`src/rtl/jump_sequencer.sv`:
```
// jump_sequencer: frame-paced jump game sequencer (IDLE -> CHARGE -> FLY -> JUDGE -> IDLE/OVER).
// Define JUMP_SEQUENCER_CHEAT_EN to add a cheat input that turns a miss or timeout into a return to IDLE.
module jump_sequencer (
  input  logic       clk,
  input  logic       rst,
  input  logic       frame_tick,
  input  logic       key_down,
  input  logic       restart,
  input  logic       land_valid,
  input  logic       land_ok,
`ifdef JUMP_SEQUENCER_CHEAT_EN
  input  logic       cheat,
`endif
  output logic       is_pressing,
  output logic [3:0] press_time,
  output logic       fly_start,
  output logic       flying,
  output logic [3:0] fly_left,
  output logic [7:0] score,
  output logic       score_pulse,
  output logic       game_over,
  output logic [2:0] state
);

  typedef enum logic [2:0] {
    IDLE   = 3'd0,
    CHARGE = 3'd1,
    FLY    = 3'd2,
    JUDGE  = 3'd3,
    OVER   = 3'd4
  } state_e;

  state_e     state_q;
  state_e     missState;
  logic [3:0] pressTime_q, pressTime_d;
  logic [3:0] flyLeft_q;
  logic [7:0] score_q, score_d;
  logic [2:0] judgeTimer_q;
  logic       isPressing_q, flyStart_q, flying_q, scorePulse_q, gameOver_q;
  logic       cheatEn;

`ifdef JUMP_SEQUENCER_CHEAT_EN
  assign cheatEn = cheat;
`else
  assign cheatEn = 1'b0;
`endif

  // Saturating increments and the destination of a failed landing
  assign pressTime_d = (pressTime_q == 4'hF) ? pressTime_q : pressTime_q + 4'd1;
  assign score_d     = (score_q == 8'hFF) ? score_q : score_q + 8'd1;
  assign missState   = cheatEn ? IDLE : OVER;

  always_ff @(posedge clk) begin
    if (rst) begin
      state_q      <= IDLE;
      pressTime_q  <= 4'd0;
      flyLeft_q    <= 4'd0;
      score_q      <= 8'd0;
      judgeTimer_q <= 3'd0;
      isPressing_q <= 1'b0;
      flyStart_q   <= 1'b0;
      flying_q     <= 1'b0;
      scorePulse_q <= 1'b0;
      gameOver_q   <= 1'b0;
    end else begin
      flyStart_q   <= 1'b0;
      scorePulse_q <= 1'b0;
      case (state_q)
        IDLE: begin
          if (frame_tick && key_down) begin
            pressTime_q  <= 4'd1;
            isPressing_q <= 1'b1;
            state_q      <= CHARGE;
          end
        end
        CHARGE: begin
          if (frame_tick) begin
            if (key_down) begin
              pressTime_q <= pressTime_d;
            end else begin
              flyLeft_q    <= pressTime_q;
              flyStart_q   <= 1'b1;
              isPressing_q <= 1'b0;
              flying_q     <= 1'b1;
              state_q      <= FLY;
            end
          end
        end
        FLY: begin
          if (frame_tick) begin
            flyLeft_q <= (flyLeft_q == 4'd0) ? 4'd0 : flyLeft_q - 4'd1;
            if (flyLeft_q <= 4'd1) begin
              flying_q     <= 1'b0;
              judgeTimer_q <= 3'd0;
              state_q      <= JUDGE;
            end
          end
        end
        // A landing report wins over a coinciding frame tick
        JUDGE: begin
          if (land_valid) begin
            if (land_ok) begin
              score_q      <= score_d;
              scorePulse_q <= 1'b1;
              state_q      <= IDLE;
            end else begin
              gameOver_q <= !cheatEn;
              state_q    <= missState;
            end
          end else if (frame_tick) begin
            if (judgeTimer_q == 3'd7) begin
              gameOver_q <= !cheatEn;
              state_q    <= missState;
            end else begin
              judgeTimer_q <= judgeTimer_q + 3'd1;
            end
          end
        end
        OVER: begin
          if (restart) begin
            score_q     <= 8'd0;
            pressTime_q <= 4'd0;
            flyLeft_q   <= 4'd0;
            gameOver_q  <= 1'b0;
            state_q     <= IDLE;
          end
        end
        default: begin
          isPressing_q <= 1'b0;
          flying_q     <= 1'b0;
          gameOver_q   <= 1'b0;
          state_q      <= IDLE;
        end
      endcase
    end
  end

  assign is_pressing = isPressing_q;
  assign press_time  = pressTime_q;
  assign fly_start   = flyStart_q;
  assign flying      = flying_q;
  assign fly_left    = flyLeft_q;
  assign score       = score_q;
  assign score_pulse = scorePulse_q;
  assign game_over   = gameOver_q;
  assign state       = state_q;

endmodule

```
`config.mk`:
```
export PLATFORM = sky130hd
export DESIGN_NAME = jump_sequencer
export DESIGN_NICKNAME = d
export VERILOG_FILES = /design/src/rtl/jump_sequencer.sv
export SDC_FILE = /design/constraint.sdc
export NUM_CORES = 1
export LEC_CHECK = 0
export ABC_AREA = 1
export BUFFER_PORTS_ARGS = -buffer_cell sky130_fd_sc_hd__clkbuf_2
export CORE_MARGIN = 2
export CORE_UTILIZATION = 60
export DETAILED_ROUTE_END_ITERATION = 6
export GPL_TIMING_DRIVEN = 0
export PLACE_DENSITY = 0.83
export SLEW_MARGIN = 25
export SYNTH_ARGS = -nofsm -noshare
export SYNTH_HDL_FRONTEND = slang
export SYNTH_SLANG_ARGS = --single-unit
```
`constraint.sdc`:
```
create_clock -name clk -period 2.2 [get_ports clk]
set_input_delay 0.11 -clock clk [delete_from_list [all_inputs] [get_ports clk]]
set_output_delay 0.11 -clock clk [all_outputs]
set_load 0.02 [all_outputs]
```
==> results summary <==
The die height came out at 58.34 microns. The sink count of the clock tree is 27. The source-to-sink clock delay at the later pin of the worst-skew pair came out at roughly 0.34 ns. The vias per cell came out at roughly 5.2. The initial standard-cell utilization of the core came out at 63.70%.

Measured against its own limit, the worst slew margin works out to between 60% and 70%. The post-detailed-route count of antenna-violating nets came out at 0. Sorting the synthesized cells by area gives the leading types as sky130_fd_sc_hd__dfxtp_1, sky130_fd_sc_hd__nand2_1, sky130_fd_sc_hd__nor2_1.

STA puts the critical path data arrival time at between 1.5 and 2 ns. The sequential cell area fraction in the yosys report is between 30% and 40%. In this run, flip-flops and latches consume 35.1% of the power. The final count of hold timing violations is 0. The peak per-stage delay on the critical path came out at 0.35 ns. The routed wirelength normalized by instance count is 11.55 microns. The final cycle utilization of the critical path came out at 68.21%. The number of antenna violations at the first check in global routing came out at 0.

For the worst setup path, the data required time is between 2 and 2.5 ns. In this run, the combinational gates consume a little over half of the power. TritonCTS created 3 clock buffers. The leftover overflow at the end of global routing is 0. The final-report setup violation count came out at 0.

The switching part of the total power is around 48%. During synthesis, Yosys emitted a total of 0 warnings. The wire length of the first global-routing pass came out at roughly 6.7 mm. The area share of the largest cell type after synthesis came out at 30.51%. The startpoint type of the worst setup path is a flop. The pin count of the biggest net entering global routing is 17. The routed layout has 1790 vias. The post-synthesis register bit count is 27.

On the critical path, the stage with the largest delay is an instance of sky130_fd_sc_hd__dfxtp_1. The run finished with clean final reports. The clock tree skew after final layout came out at 0.005307 ns. The total wire length is roughly 4 mm.

The clock network is responsible for a little under an eighth of the overall power. The die covers between 3000 and 4000 sq um. The number of distinct library cells after synthesis is 30. Timing analysis after detailed placement gives a worst setup slack of 0.7167 ns. The path class of the tightest hold or removal check is in2reg. Setup repair after global routing left no endpoint under its margin. The top-level port count is 31.

The overall routing resource usage is between 20 and 30%. The clock tree from TritonCTS is built. The slew at the pin with the worst max-slew slack came out at approximately 0.47 ns. The HPWL after detailed placement is 2.968 mm.

The number of DRC markers in iteration 0 is 106. The longest clock path from root to sink contains 2 buffers. With fillers left out, the area of the finished cells amounts to 1986 sq um. After the last flow step, the layout net total stands at between 300 and 400. The smallest setup slack after layout is about 0.7 ns. STA classifies the critical path endpoint as a flop. Walking the worst path, the cells encountered are buf_6 > inv_4 > nand3_2 > nand2_4 > nand4_2 > o21ai_0 > nor2_1.

The root buffer cell chosen for the clock tree is sky130_fd_sc_hd__clkbuf_4. The area added between synthesis and finish is 12.08%. The total count of max-transition violations in the final report came out at 0.

The clock-pin slew reported for the worst setup and hold paths after clock tree synthesis is approximately 0.15 ns. Cells fill roughly 70% of the core in the end. For this design the ratio of total power to cell area is 970.2 nW/um^2. Summed over all failing endpoints, the final setup total negative slack is 0 ns. The proportion of layout cells with a drive suffix above 1 is between 10% and 20%.

The total power consumption of the routed design came out at just under 2 mW. The leakage power is between 1 and 1.5 nW. The post-synthesis cell area came out at between 1500 and 2000 sq um. The weighted congestion reported at the end of routability-driven placement is 0.8518. The number of global-route vias before repair came out at roughly 1600. Internal power comes to 1.008 mW. The average footprint of a synthesized cell came out at between 6 and 7 sq um. Synthesis produced a netlist with a net count of approximately 290. The number of instances in the synthesized netlist is ~280. The post-CTS setup-driven buffer insertion count came out at 0. The highest ir drop seen on vdd came out at between 0.0009 and 0.001 V. The shortest clock period the worst path allows after layout came out at around 1.5 ns.

Port buffering added 29 buffers. sky130_fd_sc_hd__dfxtp_1 takes more of the synthesized area than any other cell. The maximum clock rate came out at between 600 and 700 MHz.

The switching component of the power is a little over 900 uW. The depth of the CTS H-tree is 1. The number of detailed-route iterations in the first pass came out at 4. The total cell area at the placement stage came out at between 1500 and 2000 sq um. The antenna cell count came out at 0. Of all nets on the critical path, the largest fanout is 8.

The total of cells resized after clock tree synthesis is 0. The chip width came out at a little under 60 microns. Across the run, the number of max-cap violations was 0.

The cell row count came out at 19. For this run, design rule violations remaining after detail routing come to 0. The start-to-end type of the worst setup path is reg2reg. The number of hold buffers added after cts came out at 0. The placeable core region came out at between 2000 and 3000 sq um.
[state kept, by name (all words and copies together) (netlist names)]
register	flops
flying	1
score	8
press_time	4
score_pulse	1
is_pressing	1
state	3
judgeTimer_q	3
fly_left	4
fly_start	1
game_over	1
[cells by family after synthesis]
logic type	synth area share, %
XOR/XNOR	1.978
AO/OA/AOI/OAI	8.262
flip-flops	30.51
AND/OR/NAND/NOR	47.95
adder cells (fa/ha/maj)	2.825
buffers and inverters	8.474
[path summary, 6_finish.rpt]
path,start,endpoint,slack [ns],cells after the start
hold / removal,land_ok,score_pulse,0.05,3
hold reg to reg,game_over,game_over,0.50,2
setup / recovery,state[2],score[6],0.70,7
setup reg to reg,state[2],score[6],0.70,7
[power by group through the flow]
stage	registers [mW]	logic, mW	clock network (mW)
floorplan	0.767	0.711	0
global placement	0.684	0.993	0
detailed placement	0.689	1.02	0
CTS	0.678	1.02	0.234
global route	0.692	1.16	0.254
finish	0.676	1.02	0.229
[stage by stage]
step	instances	hold slack [ns]
3_5_place_dp	337	0.4159
6_report	341	0.04865
4_1_cts	341	0.03880
2_1_floorplan	277	0.2807
5_1_grt	341	0.04435
3_3_place_gp	337	0.4077
[cell usage in the layout (no fill, tap or decap), types with 3 or more instances in the layout]
| cell | synthesis | layout |
|---|---|---|
| sky130_fd_sc_hd__dfxtp_1 | 27 | 27 |
| sky130_fd_sc_hd__clkbuf_4 | 0 | 3 |
| sky130_fd_sc_hd__nor2_2 | 5 | 5 |
| sky130_fd_sc_hd__ha_1 | 4 | 4 |
| sky130_fd_sc_hd__a21oi_1 | 17 | 17 |
| sky130_fd_sc_hd__nand2_2 | 3 | 3 |
| sky130_fd_sc_hd__buf_6 | 3 | 3 |
| sky130_fd_sc_hd__nand2_4 | 3 | 3 |
| sky130_fd_sc_hd__clkbuf_2 | 0 | 29 |
| sky130_fd_sc_hd__nand4_1 | 5 | 5 |
| sky130_fd_sc_hd__nand3_1 | 20 | 20 |
| sky130_fd_sc_hd__nor2_1 | 47 | 47 |
| sky130_fd_sc_hd__inv_1 | 23 | 23 |
| sky130_fd_sc_hd__o21ai_0 | 7 | 7 |
| sky130_fd_sc_hd__nand2_1 | 88 | 88 |
| sky130_fd_sc_hd__inv_2 | 3 | 3 |
[synthesized netlist by cell type]
master,instances
sky130_fd_sc_hd__nor2_2,5
sky130_fd_sc_hd__nand2_1,88
sky130_fd_sc_hd__nand3_2,1
sky130_fd_sc_hd__xnor2_1,2
sky130_fd_sc_hd__nand2_2,3
sky130_fd_sc_hd__inv_4,1
sky130_fd_sc_hd__o21ai_1,1
sky130_fd_sc_hd__nor2_1,47
sky130_fd_sc_hd__o21ai_0,7
sky130_fd_sc_hd__nor3_1,2
sky130_fd_sc_hd__o21bai_1,2
sky130_fd_sc_hd__xor2_1,2
sky130_fd_sc_hd__nor2_8,2
sky130_fd_sc_hd__nand4_2,1
sky130_fd_sc_hd__buf_6,3
sky130_fd_sc_hd__nand2_4,3
sky130_fd_sc_hd__buf_2,1
sky130_fd_sc_hd__or2_2,1
sky130_fd_sc_hd__nor2_4,1
sky130_fd_sc_hd__nand4_1,5
sky130_fd_sc_hd__inv_1,23
sky130_fd_sc_hd__inv_2,3
sky130_fd_sc_hd__nand3_4,1
sky130_fd_sc_hd__a31oi_1,1
sky130_fd_sc_hd__a21oi_1,17
sky130_fd_sc_hd__nand3_1,20
sky130_fd_sc_hd__nand3b_4,1
sky130_fd_sc_hd__ha_1,4
sky130_fd_sc_hd__clkbuf_1,2
sky130_fd_sc_hd__dfxtp_1,27
[area by class of cell]
class,count,area [sq um]
timing repair buffer,29,145.1
clock inverter,1,7.507
tap,31,38.79
sequential,27,540.5
inverter,27,103.9
fill,256,795.8
clock buffer,3,22.52
buffer,6,46.29
multi-input combinational,217,1081
[layer usage]
layer  global-route usage (%)  up-vias  wire length [microns]
li1                         -      940                      -
met1                    36.16      784                   1838
met2                    39.81       61                   1790
met3                    3.077        5                    261
met4                    9.967        0                     47
met5                        0        -                      0
[worst max-delay path, delay by kind of cell, from the launching register on]
| kind | cells | cell delay [ns] |
|---|---|---|
| simple gates | 4 | 0.58 |
| compound gates | 1 | 0.24 |
| buf+inv | 2 | 0.24 |
| flops | 1 | 0.35 |
Power figures use the tool's default switching activity.
